**src/rtl/board_square_query_pkg.sv**
```systemverilog
// -----------------------------------------------------------------------------
// board_square_query_pkg
// Shared constants and types for the board square query block.
//   - slot geometry (6-bit locations, 16 slots per color, 96-bit vectors)
//   - piece-number encoding (slot index of each piece)
//   - colour encoding (BLACK=0, WHITE=1)
//   - initial white/black location vectors
//   - query FSM state type
// -----------------------------------------------------------------------------
package board_square_query_pkg;

  localparam int SLOT_W = 6;
  localparam int SLOT_N = 16;
  localparam int VEC_W  = SLOT_W * SLOT_N;

  localparam logic COLOR_BLACK = 1'b0;
  localparam logic COLOR_WHITE = 1'b1;

  // Piece number equals the slot index inside a location vector.
  localparam logic [3:0] PIECE_K1 = 4'd0;
  localparam logic [3:0] PIECE_Q1 = 4'd1;
  localparam logic [3:0] PIECE_B2 = 4'd2;
  localparam logic [3:0] PIECE_B1 = 4'd3;
  localparam logic [3:0] PIECE_N2 = 4'd4;
  localparam logic [3:0] PIECE_N1 = 4'd5;
  localparam logic [3:0] PIECE_R2 = 4'd6;
  localparam logic [3:0] PIECE_R1 = 4'd7;
  localparam logic [3:0] PIECE_P8 = 4'd8;
  localparam logic [3:0] PIECE_P7 = 4'd9;
  localparam logic [3:0] PIECE_P6 = 4'd10;
  localparam logic [3:0] PIECE_P5 = 4'd11;
  localparam logic [3:0] PIECE_P4 = 4'd12;
  localparam logic [3:0] PIECE_P3 = 4'd13;
  localparam logic [3:0] PIECE_P2 = 4'd14;
  localparam logic [3:0] PIECE_P1 = 4'd15;

  localparam logic [VEC_W-1:0] INIT_LOC_W = 96'h20928B30D38F0070460850C4;
  localparam logic [VEC_W-1:0] INIT_LOC_B = 96'hC31CB3D35DB7E3FE7EEBDEFC;

  // Last scan counter value: black slot 0.
  localparam logic [4:0] CNT_LAST = 5'd31;

  typedef enum logic [1:0] {
    ST_IDLE = 2'd0,
    ST_SCAN = 2'd1,
    ST_DONE = 2'd2
  } state_e;

endpackage

```
**src/rtl/board_slot_select.sv**
```systemverilog
// -----------------------------------------------------------------------------
// board_slot_select
// Combinational extraction of one slot from a packed location vector.
//   loc_vec   : 96-bit packed locations, slot i at [6i+5:6i]
//   alive_vec : 16-bit alive flags, bit i for slot i
//   idx       : slot index 0..15
//   loc       : 6-bit location of slot idx
//   alive     : alive flag of slot idx
// -----------------------------------------------------------------------------
module board_slot_select
  import board_square_query_pkg::*;
(
  input  logic [VEC_W-1:0]  loc_vec,
  input  logic [SLOT_N-1:0] alive_vec,
  input  logic [3:0]        idx,
  output logic [SLOT_W-1:0] loc,
  output logic              alive
);

  // Base bit of the selected slot; 7 bits covers the highest base (90).
  logic [6:0] base_s;

  assign base_s = 7'(idx) * 7'(SLOT_W);
  assign loc    = loc_vec[base_s +: SLOT_W];
  assign alive  = alive_vec[idx];

endmodule

```
**src/rtl/board_square_query.sv**
```systemverilog
// -----------------------------------------------------------------------------
// board_square_query
// Looks up which alive piece (if any) occupies a board square by scanning all
// 32 slots one per cycle from a snapshot taken when the request is accepted.
// Scan order: white slots 15..0, then black slots 15..0; the first hit sets
// the result, any further hit only raises conflict. Fixed 34-cycle latency.
//   clk                : rising-edge clock
//   RST                : synchronous active-low reset
//   en                 : request strobe, sampled only in IDLE
//   square             : square to look up (0..63)
//   location_vectors_w : white slot locations (96 bits)
//   location_vectors_b : black slot locations (96 bits)
//   alive_vectors_w    : white alive flags
//   alive_vectors_b    : black alive flags
//   busy               : state is not IDLE
//   done               : one-cycle result-valid pulse
//   occupied           : an alive piece sits on the square
//   color              : owner of found piece (BLACK=0, WHITE=1)
//   piece_number       : slot index of found piece
//   conflict           : more than one alive piece on the square
// -----------------------------------------------------------------------------
module board_square_query
  import board_square_query_pkg::*;
(
  input  logic              clk,
  input  logic              RST,
  input  logic              en,
  input  logic [5:0]        square,
  input  logic [VEC_W-1:0]  location_vectors_w,
  input  logic [VEC_W-1:0]  location_vectors_b,
  input  logic [SLOT_N-1:0] alive_vectors_w,
  input  logic [SLOT_N-1:0] alive_vectors_b,
  output logic              busy,
  output logic              done,
  output logic              occupied,
  output logic              color,
  output logic [3:0]        piece_number,
  output logic              conflict
);

  state_e              state_r, state_next_s;
  logic [4:0]          cnt_r, cnt_next_s;
  logic [5:0]          square_r, square_next_s;
  logic [VEC_W-1:0]    loc_w_r, loc_w_next_s, loc_b_r, loc_b_next_s;
  logic [SLOT_N-1:0]   alive_w_r, alive_w_next_s, alive_b_r, alive_b_next_s;
  logic                busy_r, busy_next_s;
  logic                done_r, done_next_s;
  logic                occupied_r, occupied_next_s;
  logic                color_r, color_next_s;
  logic [3:0]          piece_r, piece_next_s;
  logic                conflict_r, conflict_next_s;

  logic [VEC_W-1:0]    slot_vec_s;
  logic [SLOT_N-1:0]   slot_alive_vec_s;
  logic [3:0]          slot_idx_s;
  logic [SLOT_W-1:0]   slot_loc_s;
  logic                slot_alive_s;
  logic                hit_s;

  // Counter bit 4 picks the colour; the low bits count slots downward.
  assign slot_vec_s       = cnt_r[4] ? loc_b_r : loc_w_r;
  assign slot_alive_vec_s = cnt_r[4] ? alive_b_r : alive_w_r;
  assign slot_idx_s       = ~cnt_r[3:0];

  board_slot_select u_slot_select (
    .loc_vec   (slot_vec_s),
    .alive_vec (slot_alive_vec_s),
    .idx       (slot_idx_s),
    .loc       (slot_loc_s),
    .alive     (slot_alive_s)
  );

  assign hit_s = slot_alive_s && (slot_loc_s == square_r);

  // Next-state and next-result logic for the query FSM.
  always_comb begin
    state_next_s    = state_r;
    cnt_next_s      = cnt_r;
    square_next_s   = square_r;
    loc_w_next_s    = loc_w_r;
    loc_b_next_s    = loc_b_r;
    alive_w_next_s  = alive_w_r;
    alive_b_next_s  = alive_b_r;
    done_next_s     = 1'b0;
    occupied_next_s = occupied_r;
    color_next_s    = color_r;
    piece_next_s    = piece_r;
    conflict_next_s = conflict_r;
    case (state_r)
      ST_IDLE: begin
        if (en) begin
          square_next_s   = square;
          loc_w_next_s    = location_vectors_w;
          loc_b_next_s    = location_vectors_b;
          alive_w_next_s  = alive_vectors_w;
          alive_b_next_s  = alive_vectors_b;
          occupied_next_s = 1'b0;
          color_next_s    = COLOR_BLACK;
          piece_next_s    = 4'd0;
          conflict_next_s = 1'b0;
          cnt_next_s      = 5'd0;
          state_next_s    = ST_SCAN;
        end else begin
          state_next_s = ST_IDLE;
        end
      end
      ST_SCAN: begin
        if (hit_s && occupied_r) begin
          conflict_next_s = 1'b1;
        end else if (hit_s) begin
          occupied_next_s = 1'b1;
          color_next_s    = cnt_r[4] ? COLOR_BLACK : COLOR_WHITE;
          piece_next_s    = slot_idx_s;
        end else begin
          occupied_next_s = occupied_r;
        end
        // Counter holds at its last value so it never wraps inside a scan.
        if (cnt_r == CNT_LAST) begin
          state_next_s = ST_DONE;
        end else begin
          cnt_next_s = cnt_r + 5'd1;
        end
      end
      ST_DONE: begin
        done_next_s  = 1'b1;
        state_next_s = ST_IDLE;
      end
      default: begin
        state_next_s = ST_IDLE;
      end
    endcase
    busy_next_s = (state_next_s != ST_IDLE);
  end

  // State, snapshot and result registers with synchronous active-low reset.
  always_ff @(posedge clk) begin
    if (!RST) begin
      state_r    <= ST_IDLE;
      cnt_r      <= 5'd0;
      square_r   <= 6'd0;
      loc_w_r    <= '0;
      loc_b_r    <= '0;
      alive_w_r  <= '0;
      alive_b_r  <= '0;
      busy_r     <= 1'b0;
      done_r     <= 1'b0;
      occupied_r <= 1'b0;
      color_r    <= COLOR_BLACK;
      piece_r    <= 4'd0;
      conflict_r <= 1'b0;
    end else begin
      state_r    <= state_next_s;
      cnt_r      <= cnt_next_s;
      square_r   <= square_next_s;
      loc_w_r    <= loc_w_next_s;
      loc_b_r    <= loc_b_next_s;
      alive_w_r  <= alive_w_next_s;
      alive_b_r  <= alive_b_next_s;
      busy_r     <= busy_next_s;
      done_r     <= done_next_s;
      occupied_r <= occupied_next_s;
      color_r    <= color_next_s;
      piece_r    <= piece_next_s;
      conflict_r <= conflict_next_s;
    end
  end

  assign busy         = busy_r;
  assign done         = done_r;
  assign occupied     = occupied_r;
  assign color        = color_r;
  assign piece_number = piece_r;
  assign conflict     = conflict_r;

endmodule
```
**config.mk**
```make
export PLATFORM = sky130hd
export DESIGN_NAME = board_square_query
export DESIGN_NICKNAME = d
export VERILOG_FILES = /design/src/rtl/board_square_query_pkg.sv /design/src/rtl/board_slot_select.sv /design/src/rtl/board_square_query.sv
export SDC_FILE = /design/constraint.sdc
export NUM_CORES = 1
export LEC_CHECK = 0
export ABC_AREA = 1
export CORE_MARGIN = 3
export CORE_UTILIZATION = 60
export CTS_BUF_LIST = sky130_fd_sc_hd__clkbuf_4
export DETAILED_ROUTE_END_ITERATION = 16
export DONT_BUFFER_PORTS = 1
export PLACE_DENSITY_LB_ADDON = 0.1
export SLEW_MARGIN = 20
export SYNTH_ARGS = -nofsm -noshare
export SYNTH_HDL_FRONTEND = slang
export SYNTH_SLANG_ARGS = --single-unit
```
**constraint.sdc**
```tcl
create_clock -name clk -period 2.7 [get_ports clk]
set_clock_uncertainty 0.05 [all_clocks]
set_input_delay 0.405 -clock clk [delete_from_list [all_inputs] [get_ports clk]]
set_output_delay 0.405 -clock clk [all_outputs]
set_load 0.1 [all_outputs]
```
# --- Word-level counts from Yosys, hierarchy flattened ---
# Index checks and enable logic that the tools add are counted.
op_classes:
  n_addsub: 1
  mul: 1
  order_cmp: 1
  n_eq_ne: 9
  shift: 1
  mux: 25
  n_bitwise: 1
  n_reduce_logical: 9
op_table:
  columns: ["cell", "n"]
  rows:
  - ["$mux W96", 1]
  - ["$shiftx A96 B8 Y6", 1]
  - ["$mux W16", 1]
  - ["$mux W4", 3]
  - ["$mux W1", 10]
  - ["$mux W5", 2]
  - ["$ne A2 B2 Y1 const B", 5]
  - ["$pmux W5 S2", 1]
  - ["$pmux W4 S2", 1]
  - ["$eq A6 B6 Y1", 1]
  - ["$mul A4 B2 Y6 const B", 1]
  - ["$pmux W1 S2", 3]
  - ["$reduce_and A3 Y1", 2]
  - ["$add A5 B1 Y5 const B", 1]
  - ["$eq A5 B5 Y1 const B", 1]
  - ["$lt A4 B5 Y1 const B", 1]
  - ["$bmux W1 S4", 1]
  - ["$not A4 Y4", 1]
  - ["$pmux W2 S2", 1]
  - ["$reduce_and A4 Y1", 1]
  - ["$reduce_bool A2 Y1", 2]
  - ["$eq A2 B1 Y1 const B", 1]
  - ["$eq A2 B2 Y1 const B", 1]
  - ["$logic_and A1 B1 Y1", 2]
  - ["other kinds (3)", 3]
word_totals:
  ff_bits: 246
  inputBits: 233
  output_inout_bits: 9
  word_cells: 61

# --- Depth between registers and ports, before layout ---
# Gate-level depths: netlist (run 1).
logic_depth:
  ltp_word: 8
  ltp_mapped: 21

# --- Hierarchy ---
# From an unflattened synthesis (run 1), not the netlist that was laid out.
hier_totals:
  cells_unflattened: 1697
  hier_area_um2: 11293.3
modules_own_cells:
  columns: ["mod", "instances", "cells_each", "area_each_um2", "seq_area_each_um2"]
  rows:
  - ["board_square_query", 1, 1358, 9872.0, 4924.7]
  - ["board_slot_select", 1, 339, 1421.4, 0.0]

# --- Worst setup path after synthesis (run 1) ---
# Ideal clock, no wire load.
synth_timing:
  path_kind: "reg-to-reg"
  startpoint: "reg cnt_r[1]"
  endpoint: "reg color_r (netlist: color)"
  t_arrival_ns: 1.722
  setup_slack_ns: 0.813
  path_stages_with_launch: 18
  n_path_buf: 2
  period_less_slack_ns: 1.887
  cell_sequence: "dfxtp_1 -> buf_4 -> nand2_2 -> inv_2 -> nand2_2 -> buf_4 -> nor2_1 -> nor2_1 -> nand2_1 -> clkinv_1 -> nand2_1 -> nand2_1 -> nand2_1 -> nand3_1 -> nor2_2 -> nand3_4 -> a21oi_1 -> nor2_1"
synth_between:
  elab_chain_len: 8
synth_rtl:
  columns: ["element", "line_no", "source"]
  rows:
  - ["from (decl)", "board_square_query.sv:42", "logic [4:0] cnt_r, cnt_next_s;"]
  - ["from (signal assigned)", "board_square_query.sv:153", "cnt_r <= cnt_next_s;"]
  - ["$not A4 Y4 (*)", "board_square_query.sv:63", "assign slot_idx_s = ~cnt_r[3:0];"]
  - ["$mul A4 B2 Y6", "board_slot_select.sv:23", "assign base_s = 7'(idx) * 7'(SLOT_W);"]
  - ["$shiftx A96 B8 Y6", "board_slot_select.sv:24", "assign loc = loc_vec[base_s +: SLOT_W];"]
  - ["$eq A6 B6 Y1", "board_square_query.sv:73", "assign hit_s = slot_alive_s && (slot_loc_s == square_r);"]
  - ["$logic_and A1 B1 Y1 (*)", "board_square_query.sv:73", null]
  - ["$logic_and A1 B1 Y1", "board_square_query.sv:108", "if (hit_s && occupied_r) begin"]
  - ["$ne A2 B2 Y1 (no source line)", null, null]
  - ["$reduce_and A4 Y1 (no source line) (*)", null, null]
  - ["to (signal assigned)", "board_square_query.sv:162", "color_r <= color_next_s;"]
  - ["to (decl)", "board_square_query.sv:49", "logic color_r, color_next_s;"]
# Every way passes the cells marked *; elsewhere a longest branch is shown, timed or not. The select of a mux whose other input is x is not followed.
# A chain may end at the register's enable or synchronous reset.

# --- Worst setup path in the final report (run 1) ---
layout_timing:
  startpoint: "reg cnt_r[4]"
  endpoint: "reg piece_r[0] (netlist: piece_number[0])"
layout_between:
  elab_chain_len: 7
layout_rtl:
  columns: ["element", "line_no", "source"]
  rows:
  - ["$mux W96 or $mux W16 (tied branches)", "board_square_query.sv:61, board_square_query.sv:62", null]
  - ["$shiftx A96 B8 Y6 or $bmux W1 S4 (tied branches)", "board_slot_select.sv:24, board_slot_select.sv:25", null]
  - ["$eq A6 B6 Y1 or $mux W1 (tied branches)", "board_square_query.sv:73, board_slot_select.sv:25", null]
  - ["$logic_and A1 B1 Y1 (*)", "board_square_query.sv:73", null]
  - ["$logic_and A1 B1 Y1", "board_square_query.sv:108", null]
  - ["$ne A2 B2 Y1 (no source line)", null, null]
  - ["$reduce_and A4 Y1 (no source line) (*)", null, null]
  - ["to (signal assigned)", "board_square_query.sv:163", "piece_r <= piece_next_s;"]
  - ["to (decl)", "board_square_query.sv:50", "logic [3:0] piece_r, piece_next_s;"]
# Marked as above.

==> flow_metrics.py, run 1 <==
metrics = {
    "detailed_routing": {
        "drc": 0,
        "postRouteWirelength_um": 35500,
        "vias": 11698,
        "ant_nets": 0,
        "wl_per_cell_um": 16.7,
        "drt_first_pass_iters": 6,
        "via_per_inst": 5.51,
        "drt-initial-drc-count": 1098,
    },
    "worst_setup_path": {
        "crit_start": "cnt_r[4]",
        "r2r-end": "piece_number[0]",
        "slowest_stage": "buf_4",
        "cpPeakStageDelay_ns": 0.45,
        "critPathTopFamily": "simple AND/OR/NAND/NOR gates",
        "rrSetupSlack_ns": 0.24,
        "critPathArrivalTime_ns": 2.94,
        "cp_common_cell": "nand2_1",
        "critPathRequiredTime_ns": 3.17,
        "critPathBufInv": 1,
        "endpoint_kind": "flip-flop",
        "crit_path_end": "piece_number[0]",
        "timing.rr.start": "cnt_r[4]",
        "crit_chain": "buf_4 > nand2_1 > nand3_1 > nand3_1 > nand3_1 > nand2_1 > nand2_1 > nor2_1 > nor2_1 > nand2_1 > nor2_2 > nand3_4 > a21oi_1 > nor2_1",
        "worst-setup-path-type": "reg2reg",
        "startpoint_type": "flip-flop",
        "cp.depth": 14,
        "crit_path_max_fanout": 52,
        "ff2ff_path_depth": 14,
    },
    "yosys": {
        "syn_inst": 1643,
        "yosys_warnings": 0,
        "ys_seq_elements": 246,
        "synth_top_area_share_pct": 44.5,
        "synth.yosys.seq_area_share_pct": 44.5,
        "yosysTopAreaCell": "dfxtp_1",
        "synth_cell_types": 27,
        "syn_avg_cell_area_um2": 6.74,
        "synth_area_um2": 11100,
        "synth_nets": 1878,
        "synth_area_leaders": "dfxtp_1, o21ai_0, nand2_1",
    },
    "timing": {
        "fmax_mhz": 406,
        "maxSlewViolCount": 0,
        "fin_tns_setup_ns": 0,
        "rsz0062_at_grt": "false",
        "worst-slew-pin-transition_ns": 0.973,
        "setup_viol": 0,
        "fin_crit_sh_pct": 91.2,
        "relSlewSlack_pct": 35.0,
        "final-hold-violation-count": 0,
        "finalCriticalPeriod_ns": 2.46,
        "whs_ns": 0.0342,
    },
    "grt": {
        "grt_pass1_wl_um": 55300,
        "grtUsageTotal_pct": 34.0,
        "antenna_found_initial": 7,
        "grt_max_degree": 226,
        "first_global_vias": 11071,
        "grt_remaining_overflow": 0,
    },
    "die": {
        "die_h_um": 142,
        "core_um2": 18000,
        "die_w_um": 142,
        "pin_count": 242,
        "initial_core_util_pct": 61.4,
        "row_count": 49,
        "die-area_um2": 20100,
    },
    "cts": {
        "cts.sinks": 246,
        "cts_resized": 0,
        "clk_pin_slew_ns": 0.06,
        "hold_buffers": 228,
        "worstSkewPairLatency_ns": 0.66,
        "clock_path_buffers": 3,
        "ctsRootBufferMaster": "clkbuf_4",
        "numCtsBuffers": 66,
        "htreeDepth": 3,
        "cts_setup_buffers": 0,
        "cts_tree": "done",
    },
    "pwr": {
        "ir_worst_vdd_mv": 0.502,
        "powerDensity_nw_per_um2": 647,
        "leakagePower_nw": 6.12,
    },
    "cells_and_area": {
        "drive_gt1_share_pct": 7.89,
        "postLayoutCoreUtil_pct": 78.9,
        "final_nets": 2082,
        "final_cell_mix": "nand2_1, nor2_1, o21ai_0, dfxtp_1, dlygate4sd3_1",
        "final_common_cell": "nand2_1",
        "areaGrowthSynthToFinish_pct": 28.4,
    },
    "placed_design": {
        "port_buffers": 0,
        "place.gp.congestion": 0.896,
        "hpwl_um": 20300,
    },
    "flow_run": {
        "drv_cap": 0,
    },
    "min_path": {
        "hold_path.class": "in2reg",
    },
    "status": {
        "status": "completed",
    },
}
==> flip-flops by register name, indices dropped and copies added (netlist names) <==
register	count
busy	1
conflict	1
occupied	1
color	1
square_r	6
piece_number	4
loc_w_r	96
state_r	2
alive_b_r	16
alive_w_r	16
cnt_r	5
loc_b_r	96
done	1
==> cells in the mapped netlist (all sizes together) <==
cell type	n
o21ai	254
nand2	312
clkinv	2
buf	43
clkbuf	76
a21oi	145
or2	1
a211oi	2
inv	162
nand4	4
nor3	2
nor2	267
nand3b	1
and2	1
and3	1
nand3	109
ha	2
dfxtp	246
o211ai	13
==> cell type report <==
class                      count  area (um2)
multi-input combinational   1114        4950
fill                        1346        3800
sequential                   246        4930
tap                          229         287
clock buffer                 101         758
clock inverter                 8         109
antenna                        7        17.5
timing repair buffer         255        2550
inverter                     164         617
==> worst min path at each step <==
stage | startpoint | to | slack (ns) | depth (start not counted)
3_3_place_gp | state_r[0] | done | 0.38 | 1
3_5_place_dp | loc_w_r[58] | loc_w_r[58] | 0.39 | 2
4_1_cts | location_vectors_b[36] | loc_b_r[36] | 0.002 | 2
6_report | location_vectors_b[36] | loc_b_r[36] | 0.03 | 2
2_1_floorplan | state_r[0] | done | 0.37 | 1
5_1_grt | location_vectors_b[36] | loc_b_r[36] | 0.03 | 2
==> per-layer routing <==
metal / track usage (%) / vias up / wire (um)
met5: 0 / - / 0
met4: 13.1 / 0 / 1080
met3: 6.24 / 80 / 2730
met2: 57.0 / 543 / 17400
met1: 43.8 / 5373 / 14300
li1: - / 5702 / -
==> kinds of logic (layout without fill, tap and decap cells) <==
| kind of cell | count (synthesis) | in the layout | synth area share, % |
|---|---|---|---|
| adders and majority gates | 2 | 2 | 0.226 |
| AOI/OAI and AO/OA | 414 | 414 | 19.0 |
| other | 0 | 7 | 0 |
| buffers and inverters | 283 | 528 | 10.9 |
| DFF | 246 | 246 | 44.5 |
| and+or+nand+nor | 698 | 698 | 25.4 |
==> report_power, final <==
group / total (W) / leakage, nW / internal, W / switching (W)
logic: 0.00170 / 3.57 / 0.000658 / 0.00104
registers: 0.00406 / 2.04 / 0.00393 / 0.000128
clock network: 0.00345 / 0.520 / 0.00197 / 0.00148
==> per-stage QoR <==
stage          instances  area [um2]  total power, W  setup slack [ns]
4_1_cts             2116       14200         0.00918             0.270
3_3_place_gp        1779       11000         0.00543             0.369
5_1_grt             2124       14200         0.00969           0.00840
3_5_place_dp        1779       11000         0.00545             0.313
2_1_floorplan       1643       11100         0.00516             0.813
6_report            2124       14200         0.00921             0.237
No activity file was read; power rests on OpenSTA's default activity.
==> run 2: changes to the inputs <==
--- a/config.mk
+++ b/config.mk
@@ -6,6 +6,7 @@
 export NUM_CORES = 1
 export LEC_CHECK = 0
 export ABC_AREA = 1
+export CORE_ASPECT_RATIO = 0.9
 export CORE_MARGIN = 3
 export CORE_UTILIZATION = 60
 export CTS_BUF_LIST = sky130_fd_sc_hd__clkbuf_4
==> flow_metrics.py, run 2 (synthesis gave the netlist of run 1 again) <==
metrics = {
    "timing": {
        "maxSlewViolCount": 0,
        "fin_tns_setup_ns": 0,
        "fin_crit_sh_pct": 93.2,
        "worst-slew-pin-transition_ns": 1.03,
        "finalCriticalPeriod_ns": 2.52,
        "setup_viol": 0,
        "fmax_mhz": 397,
        "final-hold-violation-count": 0,
        "relSlewSlack_pct": 31.2,
        "rsz0062_at_grt": "false",
    },
    "worst_setup_path": {
        "timing.rr.start": "cnt_r[0]",
        "critPathArrivalTime_ns": 3.08,
        "slowest_stage": "dlygate4sd3_1",
        "r2r-end": "cnt_r[0]",
        "crit_start": "cnt_r[0]",
        "crit_path_max_fanout": 22,
        "critPathRequiredTime_ns": 3.26,
        "ff2ff_path_depth": 11,
        "critPathTopFamily": "buffers and inverters",
        "startpoint_type": "flip-flop",
        "cp.depth": 11,
        "crit_path_end": "cnt_r[0]",
        "crit_chain": "buf_16 > ha_1 > nand2_1 > nor2_1 > ha_1 > inv_1 > a21oi_1 > buf_4 > o21ai_0 > dlygate4sd3_1 > a21oi_1",
        "endpoint_kind": "flip-flop",
        "rrSetupSlack_ns": 0.18,
        "cpPeakStageDelay_ns": 0.55,
        "worst-setup-path-type": "reg2reg",
        "critPathBufInv": 4,
    },
    "cts": {
        "cts_tree": "done",
        "clock_path_buffers": 3,
        "cts.sinks": 246,
        "htreeDepth": 2,
        "numCtsBuffers": 60,
        "ctsRootBufferMaster": "clkbuf_4",
        "worstSkewPairLatency_ns": 0.67,
        "clk_pin_slew_ns": 0.07,
    },
    "detailed_routing": {
        "via_per_inst": 5.52,
        "vias": 11687,
        "postRouteWirelength_um": 35600,
        "ant_nets": 0,
        "drc": 0,
        "drt-initial-drc-count": 1168,
        "wl_per_cell_um": 16.8,
        "drt_first_pass_iters": 6,
    },
    "pwr": {
        "ir_worst_vdd_mv": 0.414,
        "powerDensity_nw_per_um2": 601,
        "leakagePower_nw": 6.06,
    },
    "die": {
        "die-area_um2": 20100,
        "core_um2": 17800,
        "die_w_um": 149,
        "die_h_um": 135,
        "row_count": 46,
        "initial_core_util_pct": 62.1,
        "pin_count": 242,
    },
    "placed_design": {
        "place_area_um2": 11100,
        "port_buffers": 0,
        "place.gp.congestion": 0.836,
        "hpwl_um": 19700,
    },
    "grt": {
        "grtUsageTotal_pct": 34.0,
        "grt_remaining_overflow": 0,
        "antenna_found_initial": 6,
        "first_global_vias": 11298,
        "grt_max_degree": 195,
        "grt_pass1_wl_um": 55700,
    },
    "cells_and_area": {
        "postLayoutCellArea_um2": 14100,
        "final_nets": 2082,
        "areaGrowthSynthToFinish_pct": 27.7,
        "reg_top3": "loc_b_r (96), loc_w_r (96)",
        "final_cell_mix": "nand2_1, nor2_1, o21ai_0, dfxtp_1, dlygate4sd3_1",
        "final_common_cell": "nand2_1",
        "drive_gt1_share_pct": 7.10,
    },
    "status": {
        "status": "completed",
    },
    "min_path": {
        "hold_path.class": "in2reg",
    },
    "flow_run": {
        "drv_cap": 0,
    },
}
## run 2: cell count changes in the layout (fill, tap and decap cells not counted), sizes merged
cell	change
clkbuf	-19
bufinv	-3
diode	-3
dlygate4sd3	+3
buf	+2
clkinvlp	+1
## run 2: stage by stage
step | power (W) | cells | setup slack, ns | hold slack (ns) | util [%]
floorplan | 0.00516 | 1643 | 0.813 | 0.372 | -
finish | 0.00850 | 2116 | 0.183 | 0.175 | 79.3
global route | 0.00894 | 2115 | 0.0168 | 0.195 | 79.2
CTS | 0.00843 | 2111 | 0.0973 | 0.146 | 79.0
detailed placement | 0.00544 | 1792 | 0.302 | 0.393 | 62.3
global placement | 0.00541 | 1792 | 0.366 | 0.389 | 62.3
## run 2: what timing repair did
action / 4_1_cts / 5_1_grt
gates resized for setup: 0 / 5
hold buffers: 232 / 0
buffers inserted: 0 / 0
setup endpoints to repair: 0 / 1
hold endpoints to repair: 242 / 0
## run 2: layout make-up
cell class                      instances  area (um2)
Fill cell                            1271        3700
Timing Repair Buffer                  261        2700
Clock inverter                          6        23.8
Antenna cell                            4        10.0
Clock buffer                           81         608
Tap cell                              240         300
Sequential cell                       246        4930
Inverter                              164         621
Multi-Input combinational cell       1114        4950
## run 2: worst min-delay path by stage
stage	from	cells past startpoint	endpoint
global route	en	4	loc_w_r[11]
global placement	loc_b_r[42]	2	loc_b_r[42]
finish	en	3	loc_w_r[63]
detailed placement	loc_b_r[93]	2	loc_b_r[93]
CTS	RST	3	piece_number[3]
floorplan	state_r[0]	1	done
## run 2: worst register-to-register path, cell delays in order (launching register included)
cell and delay (ns):
dfxtp_4 0.48, buf_16 0.21, ha_1 0.21, nand2_1 0.08, nor2_1 0.12, ha_1 0.15, inv_1 0.05, a21oi_1 0.17
buf_4 0.20, o21ai_0 0.07, dlygate4sd3_1 0.55, a21oi_1 0.11
## run 2: metal layers
metal,track usage (%),up-vias,wire [um]
met1,42.6,5319,14300
met5,0,-,41
li1,-,5678,-
met4,14.0,6,1480
met3,6.81,122,2850
met2,57.5,562,16900
## run 2: power breakdown
group | internal, W | switching (W) | leakage (nW)
combinational | 0.000687 | 0.000975 | 3.63
clock | 0.00135 | 0.00139 | 0.390
sequential | 0.00393 | 0.000176 | 2.04
==> run 3: changes to the inputs <==
--- a/config.mk
+++ b/config.mk
@@ -12,7 +12,7 @@
 export CTS_BUF_LIST = sky130_fd_sc_hd__clkbuf_4
 export DETAILED_ROUTE_END_ITERATION = 16
 export DONT_BUFFER_PORTS = 1
-export PLACE_DENSITY_LB_ADDON = 0.1
+export PLACE_DENSITY_LB_ADDON = 0.25
 export SLEW_MARGIN = 20
 export SYNTH_ARGS = -nofsm -noshare
 export SYNTH_HDL_FRONTEND = slang
==> constraint.sdc (replaced) <==
create_clock -name clk -period 3 [get_ports clk]
set_clock_uncertainty 0.05 [all_clocks]
set_input_delay 0.45 -clock clk [delete_from_list [all_inputs] [get_ports clk]]
set_output_delay 0.45 -clock clk [all_outputs]
set_load 0.1 [all_outputs]
==> flow_metrics.py, run 3 (synthesis gave the netlist of run 1 again) <==
metrics = {
    "cts": {
        "cts_tree": "done",
        "htreeDepth": 2,
        "worstSkewPairLatency_ns": 0.67,
        "ctsRootBufferMaster": "clkbuf_4",
        "numCtsBuffers": 59,
        "clock_path_buffers": 3,
        "clk_pin_slew_ns": 0.07,
        "cts.sinks": 246,
    },
    "detailed_routing": {
        "via_per_inst": 5.51,
        "ant_nets": 0,
        "drc": 0,
        "drt_first_pass_iters": 8,
        "wl_per_cell_um": 17.0,
        "vias": 11662,
        "drt-initial-drc-count": 996,
        "postRouteWirelength_um": 36000,
    },
    "worst_setup_path": {
        "rrSetupSlack_ns": 0.50,
        "r2r-end": "piece_number[1]",
        "startpoint_type": "flip-flop",
        "critPathRequiredTime_ns": 3.54,
        "ff2ff_path_depth": 15,
        "critPathArrivalTime_ns": 3.04,
        "timing.rr.start": "cnt_r[2]",
        "worst-setup-path-type": "reg2reg",
        "endpoint_kind": "flip-flop",
        "crit_path_max_fanout": 17,
    },
    "timing": {
        "setup_viol": 0,
        "maxSlewViolCount": 0,
        "fmax_mhz": 400,
        "relSlewSlack_pct": 29.5,
        "rsz0062_at_grt": "false",
        "finalCriticalPeriod_ns": 2.50,
        "whs_ns": 0.0490,
        "fin_crit_sh_pct": 83.4,
        "worst-slew-pin-transition_ns": 1.06,
        "fin_tns_setup_ns": 0,
        "final-hold-violation-count": 0,
        "setup_ws_ns": 0.499,
    },
    "pwr": {
        "powerDensity_nw_per_um2": 556,
        "ir_worst_vdd_mv": 0.316,
        "leakagePower_nw": 5.99,
    },
    "die": {
        "core_um2": 17800,
        "die-area_um2": 20100,
        "pin_count": 242,
        "row_count": 46,
        "initial_core_util_pct": 62.1,
        "die_h_um": 135,
        "die_w_um": 149,
    },
    "cells_and_area": {
        "postLayoutCellArea_um2": 14000,
        "final_common_cell": "nand2_1",
        "reg_top3": "loc_b_r (96), loc_w_r (96)",
        "areaGrowthSynthToFinish_pct": 26.6,
        "drive_gt1_share_pct": 6.42,
        "final_nets": 2065,
        "final_cell_mix": "nand2_1, nor2_1, o21ai_0, dfxtp_1, dlygate4sd3_1",
    },
    "flow_run": {
        "drv_cap": 0,
    },
    "status": {
        "status": "completed",
    },
    "min_path": {
        "hold_path.class": "in2reg",
        "holdCritStartpoint": "location_vectors_b[26]",
        "whs_path_depth": 2,
        "whs_endpoint": "loc_b_r[26]",
    },
    "grt": {
        "antenna_found_initial": 6,
        "first_global_vias": 11366,
        "grt_max_degree": 217,
        "grtUsageTotal_pct": 34.6,
        "grt_pass1_wl_um": 56200,
        "grt_remaining_overflow": 0,
    },
    "placed_design": {
        "hpwl_um": 19500,
        "pre_cts_slack_ns": 0.509,
        "port_buffers": 0,
        "place.gp.congestion": 0.876,
        "place_area_um2": 11000,
    },
}
-- run 3: how the worst max path moves through the flow --
| stage | to | depth (start not counted) | slack [ns] | startpoint |
|---|---|---|---|---|
| floorplan | color | 17 | 1.11 | cnt_r[1] |
| global placement | piece_number[3] | 15 | 0.53 | cnt_r[2] |
| detailed placement | piece_number[0] | 15 | 0.51 | cnt_r[2] |
| CTS | piece_number[1] | 15 | 0.50 | cnt_r[2] |
| global route | piece_number[3] | 16 | 0.21 | cnt_r[2] |
| finish | piece_number[1] | 15 | 0.50 | cnt_r[2] |
-- run 3: critical path, cell delays in order, from the launching register on --
cell and delay [ns]:
dfxtp_1 0.38, inv_2 0.20, nor2_2 0.59, nand2_1 0.12
nand2_1 0.15, inv_1 0.07, nand2_1 0.06, nand2_1 0.06
nand2_1 0.07, nand2_1 0.05, inv_1 0.05, nand2_1 0.05
nor2_2 0.14, and2_1 0.20, nand4_1 0.11, nand2_1 0.09
-- run 3: area by class of cell --
type	instances	area [um2]
Timing Repair Buffer	245	2490
Clock buffer	88	661
Fill cell	1254	3830
Clock inverter	12	45.0
Tap cell	240	300
Sequential cell	246	4930
Inverter	164	617
Multi-Input combinational cell	1114	4950
Antenna cell	7	17.5
-- run 3: layer usage --
metal / share of wire (%) / GRT usage, % / vias up
met1: 39 / 41.8 / 5282
met4: 4.4 / 15.5 / 0
li1: - / - / 5649
met5: 0 / 0 / -
met3: 8.4 / 7.45 / 129
met2: 48 / 59.5 / 602
-- run 3: report_power, final --
group / switching [W] / leakage, nW / internal, W
logic: 0.000881 / 3.53 / 0.000578
clock network: 0.00133 / 0.424 / 0.00132
registers: 0.000149 / 2.04 / 0.00354
-- run 3: through the flow --
| step | total power [W] | util, % | std cells |
|---|---|---|---|
| after CTS | 0.00772 | 78.5 | 2109 |
| after global placement | 0.00483 | 61.5 | 1779 |
| after detailed placement | 0.00487 | 61.5 | 1779 |
| final | 0.00779 | 78.5 | 2116 |
| after global routing | 0.00818 | 78.5 | 2115 |
| after floorplan | 0.00464 | - | 1643 |
-- run 3: what timing repair did --
action                                 CTS  global route
buffers inserted                         0             0
hold buffers                           230             0
endpoints found under the hold margin  239             0
setup endpoints to repair                0             0
gates resized for setup                  0             0
